<file path="config.mk">
export PLATFORM = sky130hd
export DESIGN_NAME = fib_bcd_converter
export DESIGN_NICKNAME = d
export VERILOG_FILES = /design/src/rtl/fib_bcd_converter.sv
export SDC_FILE = /design/constraint.sdc
export NUM_CORES = 1
export LEC_CHECK = 0
export ABC_AREA = 0
export CAP_MARGIN = 30
export CORE_MARGIN = 3
export CORE_UTILIZATION = 49
export DETAILED_ROUTE_END_ITERATION = 12
export PLACE_DENSITY = 0.75
export RECOVER_POWER = 25
export SLEW_MARGIN = 20
export SYNTH_ARGS = -nofsm -noshare
export SYNTH_HDL_FRONTEND = slang
export SYNTH_SLANG_ARGS = --single-unit
</file>
<file path="constraint.sdc">
create_clock -name clk -period 1.95 [get_ports clk]
set_input_delay 0.195 -clock clk [delete_from_list [all_inputs] [get_ports clk]]
set_output_delay 0.195 -clock clk [all_outputs]
set_load 0.1 [all_outputs]
</file>
<file path="src/rtl/fib_bcd_converter.sv">
// Sequential binary-to-BCD converter (shift-and-add-3, one shift per clock) fed by the Fibonacci generator.
// Optional leading-zero blanking output enabled by defining FIB_BCD_BLANK_EN.
module fib_bcd_converter #(
  parameter int WIDTH  = 16,
  parameter int DIGITS = 5
) (
  input  logic                  clk,
  input  logic                  reset,
  input  logic                  start,
  input  logic [WIDTH-1:0]      binIn,
  output logic                  busy,
  output logic                  done,
  output logic [4*DIGITS-1:0]   bcdOut
`ifdef FIB_BCD_BLANK_EN
  ,
  output logic [DIGITS-1:0]     blankMask
`endif
);

  localparam int CNT_W = $clog2(WIDTH + 1);
  localparam logic [CNT_W-1:0] LAST_ITER = CNT_W'(WIDTH - 1);
  localparam logic [CNT_W-1:0] CNT_ONE   = CNT_W'(1);

  typedef enum logic [1:0] {
    IDLE  = 2'd0,
    SHIFT = 2'd1,
    DONE  = 2'd2
  } state_t;

  // Pre-shift correction: any digit >= 5 would reach >= 10 after doubling.
  function automatic logic [4*DIGITS-1:0] add3_digits(input logic [4*DIGITS-1:0] bcd);
    logic [4*DIGITS-1:0] res;
    res = bcd;
    for (int i = 0; i < DIGITS; i++) begin
      if (bcd[4*i +: 4] >= 4'd5) begin
        res[4*i +: 4] = bcd[4*i +: 4] + 4'd3;
      end else begin
        res[4*i +: 4] = bcd[4*i +: 4];
      end
    end
    return res;
  endfunction

  function automatic logic [DIGITS-1:0] lead_zero_mask(input logic [4*DIGITS-1:0] bcd);
    logic [DIGITS-1:0] mask;
    logic              all_zero;
    mask     = '0;
    all_zero = 1'b1;
    for (int i = DIGITS - 1; i >= 1; i--) begin
      if (bcd[4*i +: 4] != 4'd0) begin
        all_zero = 1'b0;
      end else begin
        all_zero = all_zero;
      end
      mask[i] = all_zero;
    end
    // Units digit is never blanked so zero still displays as "0".
    mask[0] = 1'b0;
    return mask;
  endfunction

  state_t                state_r;
  state_t                state_next_s;
  logic                  load_s;
  logic                  last_s;
  logic [WIDTH-1:0]      bin_r;
  logic [4*DIGITS-1:0]   bcd_work_r;
  logic [CNT_W-1:0]      cnt_r;
  logic [4*DIGITS-1:0]   bcd_out_r;
  logic                  busy_r;
  logic                  done_r;
  logic [4*DIGITS-1:0]   corr_s;
  logic [4*DIGITS-1:0]   bcd_shift_s;
  logic [WIDTH-1:0]      bin_shift_s;

  // State register.
  always_ff @(posedge clk or posedge reset) begin
    if (reset) begin
      state_r <= IDLE;
    end else begin
      state_r <= state_next_s;
    end
  end

  // Next-state logic and load/complete strobes.
  always_comb begin
    state_next_s = state_r;
    load_s       = 1'b0;
    last_s       = 1'b0;
    case (state_r)
      IDLE: begin
        if (start) begin
          state_next_s = SHIFT;
          load_s       = 1'b1;
        end else begin
          state_next_s = IDLE;
        end
      end
      SHIFT: begin
        if (cnt_r == LAST_ITER) begin
          state_next_s = DONE;
          last_s       = 1'b1;
        end else begin
          state_next_s = SHIFT;
        end
      end
      DONE: begin
        if (start) begin
          state_next_s = SHIFT;
          load_s       = 1'b1;
        end else begin
          state_next_s = DONE;
        end
      end
      default: begin
        state_next_s = IDLE;
      end
    endcase
  end

  // One double-dabble iteration: correct, then shift {bcd, bin} left by one.
  always_comb begin
    corr_s      = add3_digits(bcd_work_r);
    bcd_shift_s = {corr_s[4*DIGITS-2:0], bin_r[WIDTH-1]};
    bin_shift_s = {bin_r[WIDTH-2:0], 1'b0};
  end

  // Working registers, iteration counter and result register.
  always_ff @(posedge clk or posedge reset) begin
    if (reset) begin
      bin_r      <= '0;
      bcd_work_r <= '0;
      cnt_r      <= '0;
      bcd_out_r  <= '0;
    end else if (load_s) begin
      bin_r      <= binIn;
      bcd_work_r <= '0;
      cnt_r      <= '0;
    end else if (state_r == SHIFT) begin
      bin_r      <= bin_shift_s;
      bcd_work_r <= bcd_shift_s;
      cnt_r      <= cnt_r + CNT_ONE;
      if (last_s) begin
        bcd_out_r <= bcd_shift_s;
      end else begin
        bcd_out_r <= bcd_out_r;
      end
    end else begin
      bin_r      <= bin_r;
      bcd_work_r <= bcd_work_r;
      cnt_r      <= cnt_r;
      bcd_out_r  <= bcd_out_r;
    end
  end

  // Status flags registered from the next state so they align with the state register.
  always_ff @(posedge clk or posedge reset) begin
    if (reset) begin
      busy_r <= 1'b0;
      done_r <= 1'b0;
    end else begin
      busy_r <= (state_next_s == SHIFT);
      done_r <= (state_next_s == DONE);
    end
  end

`ifdef FIB_BCD_BLANK_EN
  logic [DIGITS-1:0] blank_r;
  localparam logic [DIGITS-1:0] BLANK_RST = {{(DIGITS-1){1'b1}}, 1'b0};

  // Leading-zero mask, refreshed together with the result.
  always_ff @(posedge clk or posedge reset) begin
    if (reset) begin
      blank_r <= BLANK_RST;
    end else if ((state_r == SHIFT) && last_s) begin
      blank_r <= lead_zero_mask(bcd_shift_s);
    end else begin
      blank_r <= blank_r;
    end
  end

  assign blankMask = blank_r;
`endif

  assign busy   = busy_r;
  assign done   = done_r;
  assign bcdOut = bcd_out_r;

endmodule

</file>
# After elaboration in Yosys (flattened, before gate mapping)
# Cells that the tools add are included.
[word_totals]
out_inout_bits = 22
register_bits = 65
in_bits = 19
[classes]
order_cmp = 5
n_bitwise = 1
muxes = 19
reduce_logical = 4
eq_ne = 5
addsub = 6
[ops]
columns = ["operator", "count"]
rows = [
  ["two-way mux 20 bit", 2],
  ["two-way mux 16 bit", 2],
  ["greater-or-equal comparator 4 x 3 -> 1 bit, second input constant", 5],
  ["adder 4 x 2 -> 4 bit, second input constant", 4],
  ["two-way mux 4 bit", 4],
  ["two-way mux 5 bit", 2],
  ["one-hot mux 2 bit (3 select lines)", 1],
  ["adder 5 x 1 -> 5 bit, second input constant", 1],
  ["equality test 5 x 4 -> 1 bit, second input constant", 1],
  ["two-way mux 1 bit", 5],
  ["equality test 2 x 1 -> 1 bit, second input constant", 2],
  ["equality test 2 bit, second input constant", 2],
  ["two-way mux 2 bit", 2],
  ["adder 3 x 2 -> 3 bit, second input constant", 1],
  ["two-way mux 3 bit", 1],
  ["AND reduction 3 bit", 1],
  ["zero test 2 bit", 1],
  ["nonzero test 2 bit", 1],
  ["OR reduction 2 bit", 1],
  ["NOT 1 bit", 1],
]

# Logic depth before layout (Yosys ltp)
[depth]
word_depth = 5
depth_mapped = 7

# Least setup slack after synthesis
# No wires, ideal clock.
[synth_path]
kind = "reg-to-reg"
start = "register cnt_r[0]"
end = "register bcd_out_r[10] (netlist: bcdOut[10])"
path_buffers = 1
path_slack_ns = 0.393
arrival_ns = 1.424
path_stages_with_launch = 7
period_less_slack_ns = 1.557
setup_time_ns = 0.133
path_cell_list = "dfrtp_1 > ha_1 > and3_1 > ha_1 > nand2_4 > clkbuf_1 > o21ai_0"
[synth_between]
elab_chain_cells = 4
[synth_lines]
columns = ["element", "line_no", "text"]
rows = [
  ["start: declaration", "68", "logic [CNT_W-1:0] cnt_r;"],
  ["start signal: assignment", "142", "cnt_r <= cnt_r + CNT_ONE;"],
  ["start signal: assignment", "151", "cnt_r <= cnt_r;"],
  ["equality test 5 x 4 -> 1 bit", "100", "if (cnt_r == LAST_ITER) begin"],
  ["two-way mux 1 bit", "100", ""],
  ["two-way mux 1 bit", "90", "case (state_r)"],
  ["AND reduction 3 bit (no source line)", "n/a", ""],
  ["end signal: assignment", "144", "bcd_out_r <= bcd_shift_s;"],
  ["end signal: assignment", "146", "bcd_out_r <= bcd_out_r;"],
  ["end signal: assignment", "152", "bcd_out_r <= bcd_out_r;"],
  ["end: declaration", "69", "logic [4*DIGITS-1:0] bcd_out_r;"],
]
# Every way passes these cells.
# A chain may end at the register's enable or synchronous reset.

# Final worst setup path
[layout_path]
start = "register cnt_r[0]"
end = "register state_r[1]"
[layout_between]
elab_chain_cells = 3
[layout_lines]
columns = ["element", "line_no", "text"]
rows = [
  ["equality test 5 x 4 -> 1 bit", "100", ""],
  ["two-way mux 2 bit", "100", ""],
  ["one-hot mux 2 bit (3 select lines)", "90", ""],
  ["net state_next_s[1]", "63", "state_t state_next_s;"],
  ["end signal: assignment", "81", "state_r <= state_next_s;"],
  ["end: declaration", "62", "state_t state_r;"],
]
# The timed path passes the listed nets, and every way through them passes these cells.

==> results.sh <==
export IMPL_status="finished, final reports clean"
export IMPL_synth_largest_area_cell="dfrtp_1"
export IMPL_cts_tree="built"
export IMPL_h_tree_depth=3
export IMPL_final_util=0.618
export IMPL_core_area_um2=5710
export IMPL_drc=0
export IMPL_cp_end_kind="register"
export IMPL_cp_max_fo=24
export IMPL_worstSkewPairLatency_ps=340
export IMPL_gp_congestion=0.745
export IMPL_synth_seq_cells=65
export IMPL_cts_setup_buffers=0
export IMPL_crit_required_ps=2150
export IMPL_dieArea_um2=7110
export IMPL_fin_crit_ps=1750
export IMPL_wire_per_inst_um=13.6
export IMPL_finalNetCount=367
export IMPL_layout_drive_gt1_share=0.160
export IMPL_yosys_top_cells_area="dfrtp_1, nand2_1, o21ai_0"
export IMPL_hold_depth=3
export IMPL_clkSlewWorstSetupHoldPaths_ps=60
export IMPL_timing_rr_start="cnt_r[0]"
export IMPL_grt_pass1_vias=2215
export IMPL_tns_ps=0
export IMPL_yosysUniqueCellTypes=30
export IMPL_ctsHoldBuffers=0
export IMPL_drv_cap=0
export IMPL_dr_total_vias=2178
export IMPL_setup_violations=0
export IMPL_post_cts_resized=0
export IMPL_rows=27
export IMPL_cts_buffers=9
export IMPL_viasPerCell=5.31
export IMPL_antenna_found_initial=0
export IMPL_syn_inst=295
export IMPL_holdPathEnd="bin_r[6]"
export IMPL_r2r_cells=6
export IMPL_rrSetupSlack_ps=200
export IMPL_min_delay_start="binIn[6]"
export IMPL_first_pass_iters=4
export IMPL_rsz0062_at_grt="false"
export IMPL_grt_max_degree=66
export IMPL_dp_cells=397
export IMPL_drtAntennaViolNets=0
export IMPL_clock_path_buffers=2
export IMPL_clkSinkCount=65
export IMPL_die_w_um=84.3
export IMPL_initial_utilization=0.526
export IMPL_ys_warn_count=0
export IMPL_grt_overflow=0
export IMPL_arrival_ps=1950
export IMPL_min_path_type="in -> reg"
export IMPL_synth_area_per_cell_um2=10.2
export IMPL_die_h_um=84.3
export IMPL_drt_total_wl_mm=5.56
export IMPL_synth_top_cell_area_share=0.541
export IMPL_drtIter0Drc=166
export IMPL_tightest_slew_ps=1410
export IMPL_grt_pass1_wl_mm=9.83
export IMPL_timing_final_hold_violations=0
export IMPL_instances_no_fill=410
export IMPL_finalCritPeriodShare=0.897
export IMPL_io_pins=41
export IMPL_max_freq_ghz=0.572
export IMPL_root_buffer="clkbuf_8"
export IMPL_netlist_area_um2=3000
export IMPL_max_slew_margin=0.0609
export IMPL_antennaDiodeCount=0
export IMPL_slew_viol_final=0
export IMPL_port_buffer_count=40
export IMPL_hpwl_mm=3.78
export IMPL_area_growth_pct=17.4
export IMPL_start_kind="register"
export IMPL_grtUsageTotal=0.170
export IMPL_crit_type="reg -> reg"
export IMPL_synth_net_count=326
export IMPL_fin_skew_ps=7.23
export IMPL_seq_area_frac_synth=0.541
export IMPL_r2r_end="state_r[1]"
[cell type report]
| cell class | instances | area [um2] |
|---|---|---|
| fill | 507 | 2180 |
| sequential | 65 | 1630 |
| multi-input combinational | 204 | 1240 |
| timing repair buffer | 44 | 373 |
| clock buffer | 12 | 145 |
| tap | 72 | 90.1 |
| inverter | 12 | 45.0 |
| clock inverter | 1 | 5.00 |
[layout by cell type, fill, tap and decap left out, types with 2 or more instances in the layout]
master	n
o21ai_1	4
a21oi_2	2
a22o_2	2
a22oi_1	15
xnor2_1	5
a22o_1	5
nor3b_1	9
nand2b_1	6
dfrtp_1	65
buf_4	25
nand2b_2	2
nor3_1	5
clkbuf_1	2
clkdlybuf4s50_1	18
clkbuf_8	10
nand2_1	63
mux2_2	8
ha_1	12
o21ai_0	39
nand3_1	6
inv_1	11
a21oi_1	12
mux2i_1	2
[critical path, stage by stage, from the launching register on]
cell and delay [ps]:
dfrtp_1 410, ha_1 230, and3_1 180, ha_1 230, nand2_4 160, buf_4 270, o21ai_0 130
[synth_stat cells, drive strengths merged]
master  instances
nor2            2
a22oi          15
buf            11
nor3b           9
o21ai          43
nand3           6
nand2b          8
nand4           1
dfrtp          65
ha             12
clkbuf          3
a21oi          14
xnor2           5
mux2i           2
nor3            5
and3            1
nand2          64
inv            12
nor2b           1
and2b           1
mux2            8
a22o            7
[logic make-up after synthesis]
group,after synthesis,synth area share
compound gates,79,0.156
xor+xnor,5,0.0146
fa+ha+maj,12,0.0500
buf+inv,26,0.0450
flops,65,0.541
mux,10,0.0367
simple gates,98,0.156
[how the worst max path moves through the flow]
stage,start,end,slack (ps),depth (start not counted)
floorplan,reset,bcdOut[0],130,1
global placement,start,bcd_work_r[11],100,5
detailed placement,start,bcd_work_r[19],40,5
CTS,cnt_r[0],done,180,6
global route,state_r[0],bcd_work_r[7],30,4
finish,cnt_r[0],state_r[1],200,6
[state kept, by name, summed over array words and instances, names as in the netlist]
register	count
bcdOut	20
bcd_work_r	20
bin_r	16
cnt_r	5
state_r	2
busy	1
done	1
[per-stage QoR]
step	hold WS, ps	worst slack, ps	instance area (um2)
6_report	452	201	3530
5_1_grt	456	29.3	3530
4_1_cts	267	181	3540
3_5_place_dp	465	38.5	3390
3_3_place_gp	461	95.8	3390
2_1_floorplan	302	129	3000
[layer usage]
layer,routed length [um],part of all wire,track usage
met1,2590,0.47,0.221
met2,2550,0.46,0.267
met3,327,0.059,0.0422
met4,94,0.017,0.0804
met5,0,0,0
Power is left out: the tool's default activity adds up to more than one toggle a clock period on the data nets, which glitch-free logic cannot reach.
==> RTL edit 1 (config.mk and constraints unchanged) <==
`WIDTH`: 16 -> 32.
--- a/src/rtl/fib_bcd_converter.sv
+++ b/src/rtl/fib_bcd_converter.sv
@@ -1,7 +1,7 @@
 // Sequential binary-to-BCD converter (shift-and-add-3, one shift per clock) fed by the Fibonacci generator.
 // Optional leading-zero blanking output enabled by defining FIB_BCD_BLANK_EN.
 module fib_bcd_converter #(
-  parameter int WIDTH  = 16,
+  parameter int WIDTH  = 32,
   parameter int DIGITS = 5
 ) (
   input  logic                  clk,
Interface: changed (resized binIn); port bits go from 41 to 57. The function was not compared with the original's and may differ.
==> RTL edit 1 against the original RTL <==
  * Final area rose by 30%
  * Die area rose by 22%
  * Cell count rose by 26%
  * Sequential cell count rose by 17
  * Synthesized area rose by 23%
  * Critical path depth fell by 1
  * Global-route usage rose by 1.7 points
  * Routed wire length rose by 35%
  * Worst setup slack improved by 3.2 ps
==> RTL edit 1: results (changes against the original RTL) <==
Cells and area
The end-of-flow core utilization is 62.9% (was 61.8%). The final-stage net count is 460 (was 367). The multi-input combinational area share is 33.4% (was 35.2%). The number of sequential cells is 82 (was 65). The clock buffer count was 10 (was 12). The sequential cell area share came to 44.7% (was 46.1%). The number of cells in the finished layout apart from fillers is 518 (was 410). The clock buffer and inverter area fraction after layout is 4.75% (was 4.26%). The multi-input logic cell count is 244 (was 204). The fraction of layout instances using a drive strength above 1 was 15.0% (was 16.0%).

The non-clock buffering overhead in the final layout was 13.5% (was 10.6%).

Place
The number of buffers inserted by port buffering is 56 (was 40). The half-perimeter wire length after detailed placement is 5230 um (was 3780 um). The total instance count after detailed placement is 502 (was 397).

The routability congestion estimate from global placement is 0.746 (was 0.745). The worst slack after detailed placement is 208 ps (was 38.5 ps). The area after detailed placement came to 4370 um^2 (was 3390 um^2).

Critical path
The maximum fanout along the worst path is 19 (was 24). The worst endpoint data arrival time is 1980 ps (was 1950 ps).

Global routing
The via count of the first global-routing pass is 2,782 (was 2,215). The met3 track demand over resource is 4.39% (was 4.22%). The wire length of the first global-routing pass is 12,800 um (was 9830 um). The global routing usage on met1 is 24.7% (was 22.1%). The met2 global-route usage is 29.9% (was 26.7%). The global routing usage summed across all routing layers is 18.7% (was 17.0%).

Floorplan
The count of inserted tapcells is 99 (was 72).

CTS
The clock-pin transition on the worst setup and hold timing paths is 80 ps (was 60 ps).

Synth
Most frequent cells after synthesis: 85 x sky130_fd_sc_hd__nand2_1, 82 x sky130_fd_sc_hd__dfrtp_1, 31 x sky130_fd_sc_hd__a22oi_1, 24 x sky130_fd_sc_hd__o21ai_0, 14 x sky130_fd_sc_hd__a21oi_1 (was 65 x sky130_fd_sc_hd__dfrtp_1, 63 x sky130_fd_sc_hd__nand2_1, 39 x sky130_fd_sc_hd__o21ai_0, 15 x sky130_fd_sc_hd__a22oi_1). The sequential element share of the synthesized area is 55.4% (was 54.1%). The most frequent cell after synthesis is sky130_fd_sc_hd__nand2_1 (was sky130_fd_sc_hd__dfrtp_1).

The post-synthesis cell type count was 27 (was 30).

Outcome
Status: completed (unchanged).
[RTL edit 1: kinds of logic (layout without fill, tap and decap cells)]
| kind of cell | after synthesis | in the layout | share of synthesized area, % |
|---|---|---|---|
| multiplexers | 16 | 16 | 5.71 |
| flip-flops | 82 | 82 | 55.4 |
| AO/OA/AOI/OAI | 90 | 90 | 15.7 |
| buffers and inverters | 31 | 93 | 3.58 |
| adder cells (fa/ha/maj) | 11 | 11 | 3.72 |
| AND/OR/NAND/NOR | 122 | 122 | 14.7 |
| XOR/XNOR | 5 | 5 | 1.18 |
[RTL edit 1: routing by layer]
layer	vias up	wire, um
met3	8	465
met1	1372	3410
met4	0	77
met2	79	3570
met5	-	0
li1	1355	-
[RTL edit 1: power groups by stage]
stage / combinational, mW / sequential [mW] / clock, mW
global route: 4.33 / 3.09 / 1.45
floorplan: 1.95 / 4.09 / 0
finish: 3.95 / 2.99 / 1.35
detailed placement: 3.98 / 3.01 / 0
global placement: 3.87 / 2.98 / 0
CTS: 3.99 / 2.99 / 1.38
[RTL edit 1: path summary, 6_finish.rpt]
| check | endpoint | cells past startpoint | slack (ps) | startpoint |
|---|---|---|---|---|
| worst max-delay path | bcdOut[10]$_DFFE_PP0P_ | 5 | 200 | cnt_r[0]$_DFFE_PP0P_ |
| worst min-delay path | bin_r[16]$_DFFE_PP0P_ | 3 | 450 | binIn[16] |
| worst max register to register | bcdOut[10]$_DFFE_PP0P_ | 5 | 200 | cnt_r[0]$_DFFE_PP0P_ |
| worst min register to register | bin_r[8]$_DFFE_PP0P_ | 2 | 480 | bin_r[8]$_DFFE_PP0P_ |
| max in group asynchronous | bcd_work_r[3]$_DFFE_PP0P_ | 3 | 720 | reset |
| min in group asynchronous | bin_r[27]$_DFFE_PP0P_ | 2 | 540 | reset |
==> RTL edit 2 (config.mk and constraints unchanged) <==
Made on the original files. Put one more register stage on the output `done`. The value now appears one clock later. The other outputs are not delayed to match.
--- a/src/rtl/fib_bcd_converter.sv
+++ b/src/rtl/fib_bcd_converter.sv
@@ -183,7 +183,9 @@
 `endif
 
   assign busy   = busy_r;
-  assign done   = done_r;
+  always_ff @(posedge clk) begin
+    done <= done_r;
+  end
   assign bcdOut = bcd_out_r;
 
 endmodule
Formal check against the unedited RTL: same outputs for any inputs over 10 cycles, from zero or initial values and one cycle with reset high; that may be too few to reach the edited logic, so the function may still have changed.
==> RTL edit 2 against the original RTL <==
  * Final area is 2.5% higher
  * Critical path depth is 2 lower
  * Worst setup slack better by 30 ps
  * Synthesized area is 0.67% higher
  * Synthesized cell count is 0.34% higher
  * Die area is 0.62% higher
  * Clock skew is 0.86 ps higher
  * Sequential cell count is 1 higher
  * Critical path type unchanged
  * Largest cell class unchanged
  * Fmax is 1.8% higher
  * Routed wire length is 3.5% higher
Power is left out: the tool's default activity adds up to more than one toggle a clock period on the data nets, which glitch-free logic cannot reach.
==> RTL edit 2: results (changes against the original RTL) <==
Critical path
The path depth of the worst reg2reg path was 4 (was 6). The timing endpoint of the critical path is bcd_work_r[15]$_DFFE_PP0P_ (was state_r[1]$_DFF_PP0_). The worst reg-to-reg setup slack is 230 ps (was 200 ps).

The maximum single-stage delay on the critical path is 710 ps (was 410 ps). The maximum fanout along the worst path came to 40 (was 24).

Cells and area
The clock buffer and inverter area fraction after layout came to 5.26% (was 4.26%). The layout filler cell count is 482 (was 507). The sequential cell area share is 45.6% (was 46.1%). The multi-input combinational area share is 34.4% (was 35.2%). The fraction of layout instances using a drive strength above 1 is 17.7% (was 16.0%). The final-stage net count is 370 (was 367).

Synth
The share of synthesized registers carrying an async set or reset is 98.5% (was 100%). The adder-cell area share of the yosys netlist is 4.96% (was 5.00%). The sequential element share of the synthesized area is 54.4% (was 54.1%).

The post-synthesis cell type count came to 31 (was 30). The compound-gate portion of the synthesized area was 15.5% (was 15.6%). Top post-synthesis cells by area: sky130_fd_sc_hd__dfrtp_1 54%, sky130_fd_sc_hd__nand2_1 7.8%, sky130_fd_sc_hd__o21ai_0 6.5%, sky130_fd_sc_hd__ha_1 5.0%, sky130_fd_sc_hd__a22oi_1 3.7% (was sky130_fd_sc_hd__dfrtp_1 54%, sky130_fd_sc_hd__nand2_1 7.9%, sky130_fd_sc_hd__o21ai_0 6.5%, sky130_fd_sc_hd__ha_1 5.0%, sky130_fd_sc_hd__a22oi_1 3.7%).

The mux cell area share after synthesis is 3.64% (was 3.67%). The number of nets in the synthesized netlist is 327 (was 326). The xor and xnor area share after synthesis was 1.45% (was 1.46%).

Detailed routing
The detailed-route vias per instance came to 5.34 (was 5.31). The amount of wire on met2 after detailed routing is 2700 um (was 2550 um). The routed wire length is 5750 um (was 5560 um). The total iterations of the first detailed-routing run was 4 (unchanged). The iteration-0 DRC count of the detailed router was 94 (was 166). The met3 wire length is 330 um (was 327 um).

Hold path
The class of the worst hold path was in -> async (was in -> reg).

CTS
The number of clock sinks seen by CTS is 66 (was 65).

Global routing
The wire length of the first global-routing pass is 9940 um (was 9830 um). The pin count of the biggest net entering global routing is 41 (was 66). The met3 track demand over resource is 5.40% (was 4.22%). The global routing usage summed across all routing layers is 17.3% (was 17.0%).

The global routing usage on met1 came to 20.6% (was 22.1%). The via count of the first global-routing pass is 2,206 (was 2,215).

STA
The time the worst path needs with I/O delays and setup was 1720 ps (was 1750 ps). The actual transition at the worst max-transition pin was 896 ps (was 1410 ps). The worst clock skew came to 8.10 ps (was 7.23 ps).

Place
The worst slack after detailed placement is 25.4 ps (was 38.5 ps).

Outcome
Status: completed (unchanged).
[RTL edit 2: cell count changes after synthesis, sizes merged]
cell / before / now
dfxtp: 0 / 1
[RTL edit 2: worst min-delay path by stage]
stage,end,slack [ps],startpoint,depth (start not counted)
2_1_floorplan,done_r$_DFF_PP0_,300,start,1
3_5_place_dp,done$_DFF_P_,330,done_r$_DFF_PP0_,0
4_1_cts,bin_r[4]$_DFFE_PP0P_,140,reset,2
3_3_place_gp,done$_DFF_P_,320,done_r$_DFF_PP0_,0
5_1_grt,done$_DFF_P_,360,done_r$_DFF_PP0_,0
6_report,bin_r[3]$_DFFE_PP0P_,340,reset,2
[RTL edit 2: worst max-delay path: cells and delay by family, from the launching register on]
family / cells / cell delay [ps]
flops: 1 / 410
simple gates: 3 / 1040
compound gates: 1 / 210
[RTL edit 2: per-stage QoR]
stage                     area (um^2)  cells
after floorplan                  3020    296
after global placement           3440    400
after detailed placement         3440    400
after CTS                        3630    416
after global routing             3610    416
final                            3610    416
